===== src/rtl/spi_byte_master_pkg.sv =====
// Shared SPI opcodes and FSM state encodings for the SPI byte master and its clients.
package spi_byte_master_pkg;

    localparam int W_SPI_MODE = 2;

    localparam logic [W_SPI_MODE-1:0] SPI_SEND    = 2'd1;
    localparam logic [W_SPI_MODE-1:0] SPI_RECEIVE = 2'd2;

    typedef enum logic [2:0] {
        SPI_ST_IDLE  = 3'd0,
        SPI_ST_SETUP = 3'd1,
        SPI_ST_SHIFT = 3'd2,
        SPI_ST_HOLD  = 3'd3,
        SPI_ST_DONE  = 3'd4
    } spi_state_e;

    function automatic logic is_spi_op(input logic [W_SPI_MODE-1:0] op);
        return (op == SPI_SEND) || (op == SPI_RECEIVE);
    endfunction

endpackage


===== src/rtl/spi_byte_master_clk_gen.sv =====
// Half-bit timer: paces SETUP/HOLD and, while toggling is enabled, generates SCLK
// plus single-cycle rise/fall strobes aligned to the edge where SCLK changes.
module spi_clk_gen #(
    parameter int CLKS_PER_HALF_BIT = 2
) (
    input  logic clk,
    input  logic rst_n,
    input  logic i_run,
    input  logic i_toggle,
    output logic o_tick,
    output logic o_rise,
    output logic o_fall,
    output logic o_sclk
);

    localparam logic [7:0] HALF_LAST = 8'(CLKS_PER_HALF_BIT - 1);

    logic [7:0] r_cnt;
    logic       r_sclk;

    assign o_tick = i_run && (r_cnt == HALF_LAST);
    assign o_rise = o_tick && i_toggle && !r_sclk;
    assign o_fall = o_tick && i_toggle &&  r_sclk;
    assign o_sclk = r_sclk;

    always_ff @(posedge clk or negedge rst_n) begin
        if (!rst_n) begin
            r_cnt  <= 8'd0;
            r_sclk <= 1'b0;
        end else begin
            // NOTE: non-blocking assignments so every flop samples pre-edge values.
            if (!i_run || o_tick) begin
                r_cnt <= 8'd0;
            end else begin
                r_cnt <= r_cnt + 8'd1;
            end

            if (!i_toggle) begin
                r_sclk <= 1'b0;
            end else if (o_tick) begin
                r_sclk <= !r_sclk;
            end
        end
    end

endmodule


===== src/rtl/spi_byte_master.sv =====
// One-byte SPI mode-0 master, MSB first: SETUP (H) -> 8 SCLK periods (16H) -> HOLD (H) -> DONE.
module spi_byte_master
    import spi_byte_master_pkg::*;
#(
    parameter int CLKS_PER_HALF_BIT = 2
) (
    input  logic                  clk,
    input  logic                  rst_n,
    input  logic                  start,
    input  logic [W_SPI_MODE-1:0] control_rd,
    input  logic [7:0]            data_in,
    output logic                  busy,
    output logic                  done,
    output logic [7:0]            data_out,
    output logic                  dv_data_out,
    output logic                  sclk,
    output logic                  mosi,
    input  logic                  miso,
    output logic                  cs_n
);

    spi_state_e            r_state;
    spi_state_e            w_next;
    logic [W_SPI_MODE-1:0] r_mode;
    logic [7:0]            r_tx;
    logic [7:0]            r_rx;
    logic [7:0]            r_data_out;
    logic [2:0]            r_bit_cnt;

    logic w_accept;
    logic w_run;
    logic w_toggle;
    logic w_tick;
    logic w_rise;
    logic w_fall;
    logic w_sclk;

    assign w_accept = (r_state == SPI_ST_IDLE) && start && is_spi_op(control_rd);

    spi_clk_gen #(
        .CLKS_PER_HALF_BIT(CLKS_PER_HALF_BIT)
    ) u_clk_gen (
        .clk      (clk),
        .rst_n    (rst_n),
        .i_run    (w_run),
        .i_toggle (w_toggle),
        .o_tick   (w_tick),
        .o_rise   (w_rise),
        .o_fall   (w_fall),
        .o_sclk   (w_sclk)
    );

    always_ff @(posedge clk or negedge rst_n) begin
        if (!rst_n) begin
            r_state <= SPI_ST_IDLE;
        end else begin
            r_state <= w_next;
        end
    end

    always_comb begin
        w_next = r_state;
        case (r_state)
            SPI_ST_IDLE:  if (w_accept) w_next = SPI_ST_SETUP;
            SPI_ST_SETUP: if (w_tick) w_next = SPI_ST_SHIFT;
            SPI_ST_SHIFT: if (w_fall && (r_bit_cnt == 3'd7)) w_next = SPI_ST_HOLD;
            SPI_ST_HOLD:  if (w_tick) w_next = SPI_ST_DONE;
            SPI_ST_DONE:  w_next = SPI_ST_IDLE;
            default:      w_next = SPI_ST_IDLE;
        endcase
    end

    always_comb begin
        // NOTE: every output gets a default first so no path can infer a latch.
        cs_n        = 1'b1;
        busy        = 1'b0;
        done        = 1'b0;
        dv_data_out = 1'b0;
        mosi        = 1'b0;
        w_run       = 1'b0;
        w_toggle    = 1'b0;
        case (r_state)
            SPI_ST_SETUP, SPI_ST_SHIFT, SPI_ST_HOLD: begin
                cs_n     = 1'b0;
                busy     = 1'b1;
                mosi     = r_tx[7];
                w_run    = 1'b1;
                w_toggle = (r_state == SPI_ST_SHIFT);
            end
            SPI_ST_DONE: begin
                busy        = 1'b1;
                done        = 1'b1;
                dv_data_out = (r_mode == SPI_RECEIVE);
            end
            default: ;
        endcase
    end

    // Datapath: operands latched at acceptance, so later input changes are ignored.
    always_ff @(posedge clk or negedge rst_n) begin
        if (!rst_n) begin
            r_mode     <= '0;
            r_tx       <= 8'h00;
            r_rx       <= 8'h00;
            r_data_out <= 8'h00;
            r_bit_cnt  <= 3'd0;
        end else begin
            if (w_accept) begin
                r_mode    <= control_rd;
                r_tx      <= (control_rd == SPI_SEND) ? data_in : 8'h00;
                r_bit_cnt <= 3'd0;
            end
            if (w_rise) begin
                r_rx <= {r_rx[6:0], miso};
            end
            if (w_fall) begin
                r_bit_cnt <= r_bit_cnt + 3'd1;
                if (r_bit_cnt != 3'd7) begin
                    r_tx <= {r_tx[6:0], 1'b0};
                end
            end
            // Loaded on the HOLD->DONE edge so data_out is valid alongside dv_data_out.
            if ((r_state == SPI_ST_HOLD) && w_tick && (r_mode == SPI_RECEIVE)) begin
                r_data_out <= r_rx;
            end
        end
    end

    assign sclk     = w_sclk;
    assign data_out = r_data_out;

endmodule


===== config.mk =====
export PLATFORM = sky130hd
export DESIGN_NAME = spi_byte_master
export DESIGN_NICKNAME = d
export VERILOG_FILES = /design/src/rtl/spi_byte_master_pkg.sv /design/src/rtl/spi_byte_master_clk_gen.sv /design/src/rtl/spi_byte_master.sv
export SDC_FILE = /design/constraint.sdc
export NUM_CORES = 1
export LEC_CHECK = 0
export CAP_MARGIN = 20
export CORE_MARGIN = 4
export CORE_UTILIZATION = 47
export CTS_CLUSTER_DIAMETER = 60
export DETAILED_ROUTE_END_ITERATION = 8
export PLACE_DENSITY = 0.69
export SLEW_MARGIN = 30
export SYNTH_ARGS = -nofsm -noshare
export SYNTH_HDL_FRONTEND = slang
export SYNTH_SLANG_ARGS = --single-unit
export TNS_END_PERCENT = 30

===== constraint.sdc =====
create_clock -name clk -period 2.25 [get_ports clk]
set_input_delay 0.5625 -clock clk [delete_from_list [all_inputs] [get_ports clk]]
set_output_delay 0.5625 -clock clk [all_outputs]
set_load 0.01 [all_outputs]

== Yosys cells after proc, flatten, opt, wreduce, memory -nomap -nowiden ==
Cells that the tools add are included.
Storage, ports and cells
  output and inout port bits: 14
  RAM bits: 0
  bits in read-only memories: 0
  word-level logic and storage cells: 64
  memories: 0
  bits in latches: 0
  bits in registers: 41
Cells by class
  add/sub/neg operators: 2
  shift operators: 0
  eq/ne operators: 15
  reductions and logical operators: 18
  bitwise operators: 0
  muxes and demuxes: 21
  divide/modulo/power cells: 0
  multiply operators: 0
  magnitude comparators: 0
Operators with widths (number)
  $mux W8: 5
  $mux W3: 6
  $pmux W3 S4: 1
  $logic_and A1 B1 Y1: 9
  $mux W1: 9
  $add A8 B1 Y8 const B: 1
  $eq A8 B1 Y1 const B: 1
  $eq A3 B2 Y1 const B: 2
  $eq A3 B3 Y1 const B: 2
  $ne A2 B2 Y1 const B: 3
  $eq A2 B2 Y1 const B: 2
  $ne A2 B1 Y1 const B: 2
  $reduce_and A4 Y1: 1
  $reduce_or A4 Y1: 1
  $add A3 B1 Y3 const B: 1
  $eq A3 B1 Y1 const B: 1
  $logic_not A3 Y1: 1
  $ne A3 B3 Y1 const B: 1
  $reduce_or A3 Y1: 1
  $eq A2 B1 Y1 const B: 1
  $logic_not A1 Y1: 2
  $logic_or A1 B1 Y1: 2
  $reduce_bool A2 Y1: 1

== Longest topological paths before layout ==
Gate-level depths: netlist of the first run.
  depth after elaboration: 9
  depth in mapped cells: 7
  mapped depth without buffers: 6

== By module ==
Synthesis of the first run repeated with hierarchy kept, for this count alone.
Second synthesis, totals
  cells, all modules: 171
  area total of the unflattened synthesis: 1970.6 µm²
Modules (own cells, without submodules)
  spi_byte_master: area an instance 1492.7 µm², seq. area each 800.8 µm², instances 1, cells an instance 123
  spi_clk_gen: area an instance 478.0 µm², seq. area each 225.2 µm², instances 1, cells an instance 48

== Worst setup path after synthesis of the first run ==
Ideal clock, no wire load.
  path kind: input to register
  start point: input port control_rd[1]
  end point: register r_mode[0]
  data required time: 2125 ps
  path buffers: 2
  data arrival time: 1751 ps
  setup slack: 374 ps
  stages on the path: 6
  cells stage by stage: inv_1 > ha_1 > nand4bb_1 > clkbuf_1 > buf_2 > mux2_2
On the way
  cells in the longest elaborated chain, start to end: 3
RTL lines
  from (decl): line spi_byte_master.sv:10  | input logic [W_SPI_MODE-1:0] control_rd,
  $eq A2 B1 Y1 / $eq A2 B2 Y1 (equally long branches): line spi_byte_master_pkg.sv:18  | return (op == SPI_SEND) || (op == SPI_RECEIVE);
  $logic_or A1 B1 Y1 *: line spi_byte_master_pkg.sv:18
  $logic_and A1 B1 Y1 *: line spi_byte_master.sv:38  | assign w_accept = (r_state == SPI_ST_IDLE) && start && is_spi_op(control_rd);
  to (signal assigned): line spi_byte_master.sv:109  | r_mode <= control_rd;
  to (decl): line spi_byte_master.sv:24  | logic [W_SPI_MODE-1:0] r_mode;
Mark *: on every way between the ends. The rest lies on a longest branch, timed or not.
A chain may end at the register's enable or synchronous reset.

== Worst setup path in the final report of the first run ==
  start point: register r_state[0]
  end point: output port mosi
On the way
  cells in the longest elaborated chain, start to end: 3
RTL lines
  from (decl): line spi_byte_master.sv:22  | spi_state_e r_state;
  from (signal assigned): line spi_byte_master.sv:57  | r_state <= w_next;
  $eq A3 B2 Y1 / $eq A3 B1 Y1 (equally long branches): line spi_byte_master.sv:82  | case (r_state)
  $reduce_or A3 Y1 *: line spi_byte_master.sv:82
  $mux W1 *: line spi_byte_master.sv:82
  to (decl): line spi_byte_master.sv:17  | output logic mosi,
Marked as above.

==> results of run 1 <==
synth_stat cells:
cell | instances | share of area (%)
and2_2 | 1 | 0.38
nand3_2 | 1 | 0.51
inv_1 | 12 | 2.3
and3_1 | 2 | 0.64
a221oi_1 | 1 | 0.45
clkbuf_1 | 3 | 0.58
nor2_1 | 13 | 2.5
mux2i_1 | 8 | 4.1
nand4bb_1 | 1 | 0.58
xnor2_1 | 3 | 1.3
buf_1 | 1 | 0.19
nor3b_1 | 3 | 1.2
nand3_1 | 8 | 2.0
dfrtp_1 | 41 | 52
or2_2 | 2 | 0.64
nand2b_1 | 2 | 0.64
mux2_2 | 23 | 13
nor4b_4 | 1 | 1.2
nor3_4 | 1 | 0.83
a21boi_0 | 1 | 0.38
xor2_1 | 6 | 2.7
nand4_1 | 2 | 0.64
nand2_1 | 10 | 1.9
buf_2 | 2 | 0.51
nor4_4 | 2 | 2.2
nand4b_2 | 1 | 0.77
o21ai_0 | 4 | 1.0
and2_1 | 2 | 0.64
nor3_1 | 1 | 0.26
ha_1 | 5 | 3.2
power groups by stage:
stage,registers (mW),clock network [mW],logic (mW)
floorplan,1.08,0,0.602
global placement,1.10,0,0.892
detailed placement,1.11,0,0.926
CTS,1.09,0.610,0.924
global route,1.13,0.651,0.995
finish,1.09,0.591,0.900
sequential cells by signal (all words and copies together), names as in the netlist:
name and cells:
r_tx 8, r_mode 2, r_rx 8, r_bit_cnt 3, r_state 3, data_out 8
u_clk_gen.o_sclk 1, u_clk_gen.r_cnt 8
final timing paths:
path,endpoint,depth (start not counted),slack (ns)
max,mosi,5,0.14
min,data_out[4],2,0.23
max reg2reg,r_tx[6],6,0.28
min reg2reg,r_mode[1],2,0.49
max in group asynchronous,r_tx[1],2,1.82
min in group clk,r_mode[1],2,0.49
logic make-up (layout without fill, tap and decap cells):
family / Yosys count / in the layout
adders and majority gates: 5 / 5
AOI/OAI and AO/OA: 6 / 6
buffers and inverters: 18 / 56
muxes: 31 / 31
DFF: 41 / 41
and+or+nand+nor: 53 / 53
xor gates and xnor gates: 9 / 9
routing by layer:
layer  GRT usage, %  up-vias  wire length, µm  part of all wire, %
met5              0        -                0                    0
met4           6.15        0               57                  1.7
met3           4.71        5              147                  4.3
met2           24.2       20             1610                   47
met1           19.8      623             1610                   47
li1               -      625                -                    -
critical path, stage by stage, from the launching register on:
cell           delay, ns
dfrtp_1             0.36
nor2_1              0.06
buf_4               0.13
or2_2               0.33
nor2_1              0.10
dlygate4sd2_1       0.28
stage by stage:
stage	util (%)	total power [mW]	cells	instance area [µm²]
after detailed placement	58.5	2.03	243	2340
after global routing	61.4	2.77	251	2460
after CTS	61.3	2.63	251	2450
after floorplan	-	1.68	163	1960
final	61.4	2.59	251	2460
after global placement	58.5	1.99	243	2340
area by class of cell:
cell class / count / area [µm²]
multi-input combinational: 104 / 860
fill: 332 / 1540
sequential: 41 / 1030
clock buffer: 5 / 68.8
clock inverter: 3 / 46.3
timing repair buffer: 36 / 348
inverter: 12 / 45.0
tap: 50 / 62.6
timing repair:
| action | CTS | global route |
|---|---|---|
| setup endpoints to repair | 2 | 2 |
| hold buffers | 0 | 0 |
| gates resized for setup | 2 | 2 |
==> run summary, run 1 <==
Sequential power share - 42.4%
Fin Clk Skew - 0.00818 ns
Slew headroom - 76.1%
Area of the mapped netlist - 1960 µm²
CP arrival - 1.55 ns
Share of layout cells above drive strength 1 - 24.9%
Initial core utilization - 48.9%
Switching Share - 32.6%
Die area - 5260 µm²
Most common cell after layout, fill and taps aside - dfrtp_1
IO Count - 28
First-pass detailed-route iteration total - 4
Dpl ws - -0.0557 ns
Final setup TNS - 0 ns
Synth Area in Compound Gates - 1.86%
H-Tree Depth - 2
Crit Path Class - flop to primary output
Post-CTS Setup Repair Bufs - 0
RSZ-0062 raised after global routing - no
CTS sink count - 41
Root buf cell - clkbuf_8
Area delta synth->final - 25.6%
Fmax - 0.473 GHz
Slew @ Worst Pin - 0.358 ns
Post-DP HPWL - 2.55 mm
MaxCap Viol Count - 0
Number of remaining DRC errors - 0
Adder-Cell Fraction of Synth Area - 3.20%
DRT antenna net count - 0
Period minus WS final - 2.11 ns
Clock slew at reported path FFs - 0.08 ns
Net Switching - 0.843 mW
Crit end category - primary output
Count of cell types in the netlist - 30
Hold crit path type - input pin to asynchronous set/reset pin
Fin Hold WS - 0.229 ns
Core area - 4000 µm²
Vias in the first global route - 1352
Most frequent cells in the layout - 41 x dfrtp_1, 23 x mux2_2, 22 x clkdlybuf4s50_1
Placer Congestion - 0.778
Crit path max fanout - 5
Yosys warning count - 0
Final nets - 219
Tot GR Track Use - 15.4%
Int Pwr - 1.74 mW
Routed wire length - 3.43 mm
Tcrit/Tclk final - 94.0%
Final setup fails - 0
Slew Limit Fails - 0
Sequential fraction of the synthesis area - 52.5%
Clk buf depth - 2
Initial DRC Count - 37
Reg-to-Reg Start - u_clk_gen.r_cnt[1]
Rows - 23
Combinational Power Share - 34.8%
Largest net degree at the start of global routing - 42
Worst-Skew Late Latency - 0.29 ns
GRT Residual Overflow - 0
Global-route wire length before repair - 6.20 mm
Die Span Y - 72.5 µm
Worst EP required - 1.69 ns
Clock Power Share - 22.8%
CP startpoint kind - flop
Drt wl/cell - 13.7 µm
Simple-Gate Fraction of Synth Area - 17.5%
Combinational family with the most area after synthesis - simple AND/OR/NAND/NOR gates
Final hold viol count - 0
Vias per cell - 5.07
Post-Synthesis Mean Instance Area - 12.0 µm²
Yosys reg bits - 41
Mapped Cells - 163
Syn nets - 182
Final setup margin - 0.136 ns
Vias post-DR - 1273
CTS tree - done
Port Buffers - 27
Initial antenna violation count - 0
N_diodes - 0
Leak Pwr - 1.19 nW
Max IR drop VDD - 0.682 mV
Die X - 72.5 µm
Mux contribution to synthesized area - 17.3%
Status - completed
Xor and xnor area share after synthesis - 4.03%
CTS buffer count - 5
Pwr Density - 1050 nW/µm²
Crit path launch - r_state[0]
No activity file was read; power rests on OpenSTA's default activity.
==> run 2: changes to the inputs <==
- CTS_BUF_LIST: unset -> sky130_fd_sc_hd__clkbuf_8
- MAX_ROUTING_LAYER: unset -> met4
==> run 2 against run 1 <==
- largest cell class unchanged
- critical endpoint unchanged
- clock-buffer cell count did not move
- final cell count did not move
- global-route usage rose by 0.46 points
- clock power barely moved
- via count rose by 0.39%
==> run summary, run 2 (synthesis results as in run 1) <==
Fin util - 61.4% (unchanged)
Fill cells - 332 (unchanged)
Area delta synth->final - 25.6% (unchanged)
Rows - 23 (unchanged)
Final nets - 219 (unchanged)
Hold crit path type - input pin to asynchronous set/reset pin
Routed wire length - 3.43 mm (about the same)
Worst-Skew Late Latency - 0.29 ns (about the same)
CTS buffer count - 5 (unchanged)
Clock slew at reported path FFs - 0.08 ns (about the same)
CTS sink count - 41 (unchanged)
Final setup fails - 0 (unchanged)
Final setup TNS - 0 ns (unchanged)
Pwr Density - 1050 nW/µm² (about the same)
H-Tree Depth - 2 (unchanged)
Initial antenna violation count - 0 (unchanged)
Crit path max fanout - 5 (unchanged)
Slew headroom - 76.1% (about the same)
Number of remaining DRC errors - 0 (unchanged)
Placer Congestion - 0.789 (+1.4%)
Vias post-DR - 1278 (+0.39%)
Die Span Y - 72.5 µm (unchanged)
CP top delay family - simple AND/OR/NAND/NOR gates
N_diodes - 0 (unchanged)
Most frequent cells in the layout - 41 x dfrtp_1, 23 x mux2_2, 22 x clkdlybuf4s50_1
Global-route wire length before repair - 6.19 mm (-0.11%)
Initial DRC Count - 37 (unchanged)
Fmax - 0.473 GHz (about the same)
Leak Pwr - 1.19 nW (unchanged)
Final instance area - 2460 µm² (unchanged)
Core area - 4000 µm² (unchanged)
Clk buf depth - 2 (unchanged)
DRT antenna net count - 0 (unchanged)
Period minus WS final - 2.11 ns (-0.000195 ns)
Slew Limit Fails - 0 (unchanged)
Crit Path Class - flop to primary output
Fin cells - 251 (unchanged)
CP Cell Sequence - nor2_1 > buf_4 > or2_2 > nor2_1 > dlygate4sd2_1
CP arrival - 1.55 ns (about the same)
Largest net degree at the start of global routing - 42 (unchanged)
Port Buffers - 27 (unchanged)
Root buf cell - clkbuf_8
Die area - 5260 µm² (unchanged)
Initial core utilization - 48.9% (unchanged)
Status - completed
Vias per cell - 5.09 (+0.39%)
Vias in the first global route - 1359 (+0.52%)
CP startpoint kind - flop
DP Area - 2340 µm² (unchanged)
Placed cell count - 243 (unchanged)
Worst path max stage delay - 0.36 ns (about the same)
Critical path buffers and inverters - 2 (unchanged)
Post-DP HPWL - 2.55 mm (unchanged)
Drt wl/cell - 13.7 µm (about the same)
CTS tree - done
RSZ-0062 raised after global routing - no
CP most frequent cell - nor2_1
Post-CTS Setup Repair Bufs - 0 (unchanged)
Most common cell after layout, fill and taps aside - dfrtp_1
Final hold viol count - 0 (unchanged)
Worst EP required - 1.69 ns (about the same)
First-pass detailed-route iteration total - 4 (unchanged)
Slowest cell on the critical path - dfrtp_1
Max IR drop VDD - 0.682 mV (about the same)
MaxCap Viol Count - 0 (unchanged)
Tot GR Track Use - 15.8% (+0.46 points)
Die X - 72.5 µm (unchanged)
Tcrit/Tclk final - 93.9% (about the same)
Crit end category - primary output
IO Count - 28 (unchanged)
Share of layout cells above drive strength 1 - 24.9% (unchanged)
GRT Residual Overflow - 0 (unchanged)
Slew @ Worst Pin - 0.358 ns (+0.00000429 ns)
Fin Clk Skew - 0.00730 ns (-0.000887 ns)
Hold_buf cts - 0 (unchanged)
## run 2: worst reg2reg max path: cells and delay by family (launching register included)
| family | cells | cell delay (ns) |
|---|---|---|
| and+or+nand+nor | 3 | 0.84 |
| buffers and inverters | 1 | 0.07 |
| adders and majority gates | 1 | 0.15 |
| muxes | 1 | 0.38 |
| DFF | 1 | 0.43 |
## run 2: area by class of cell
cell class	count	area [µm²]	area share, %
Clock buffer	5	68.8	2.80
Clock inverter	3	46.3	1.88
Inverter	12	45.0	1.83
Multi-Input combinational cell	104	860	35.0
Sequential cell	41	1030	41.8
Tap cell	50	62.6	2.55
Timing Repair Buffer	36	348	14.2
## run 2: power by group
group / switching (mW) / total [mW] / leakage (nW) / internal [mW]
Combinational: 0.431 / 0.900 / 0.590 / 0.468
Clock: 0.260 / 0.592 / 0.0543 / 0.332
Sequential: 0.152 / 1.09 / 0.551 / 0.942
## run 2: metrics by stage
step           hold slack, ns  worst slack [ns]  total power, mW
6_report                0.230             0.136             2.59
2_1_floorplan           0.267             0.374             1.68
3_3_place_gp            0.473            0.0126             1.99
5_1_grt                 0.244            0.0633             2.77
4_1_cts                 0.227           0.00168             2.63
3_5_place_dp            0.474           -0.0557             2.03
## run 2: path summary, 6_finish.rpt
kind,from,to,slack [ns],depth (start not counted)
worst max-delay path,r_state[0],mosi,0.14,5
worst min-delay path,rst_n,data_out[4],0.23,2
worst max register to register,u_clk_gen.r_cnt[1],r_tx[6],0.28,6
worst min register to register,r_mode[1],r_mode[1],0.49,2
max in group asynchronous,rst_n,r_tx[1],1.82,2
min in group clk,r_mode[1],r_mode[1],0.49,2
## run 2: metal layers
layer	track usage, %	share of wire [%]	wire length (µm)	vias to the layer above
li1	-	-	-	627
met1	20.0	48	1640	625
met2	24.3	47	1610	21
met3	4.29	3.6	124	5
met4	6.15	1.6	55	0
met5	-	0	0	-
## run 2: what timing repair did
| action | CTS | global route |
|---|---|---|
| endpoints found under the setup margin | 2 | 2 |
| cloned | 0 | 0 |
| gates resized for setup | 2 | 2 |
| hold endpoints to repair | 0 | 0 |
==> run 3: changes to the inputs <==
- TNS_END_PERCENT: 30 -> 5
==> results of run 3 <==
No change in the layout: final DEF, timing and power equal those of run 2.
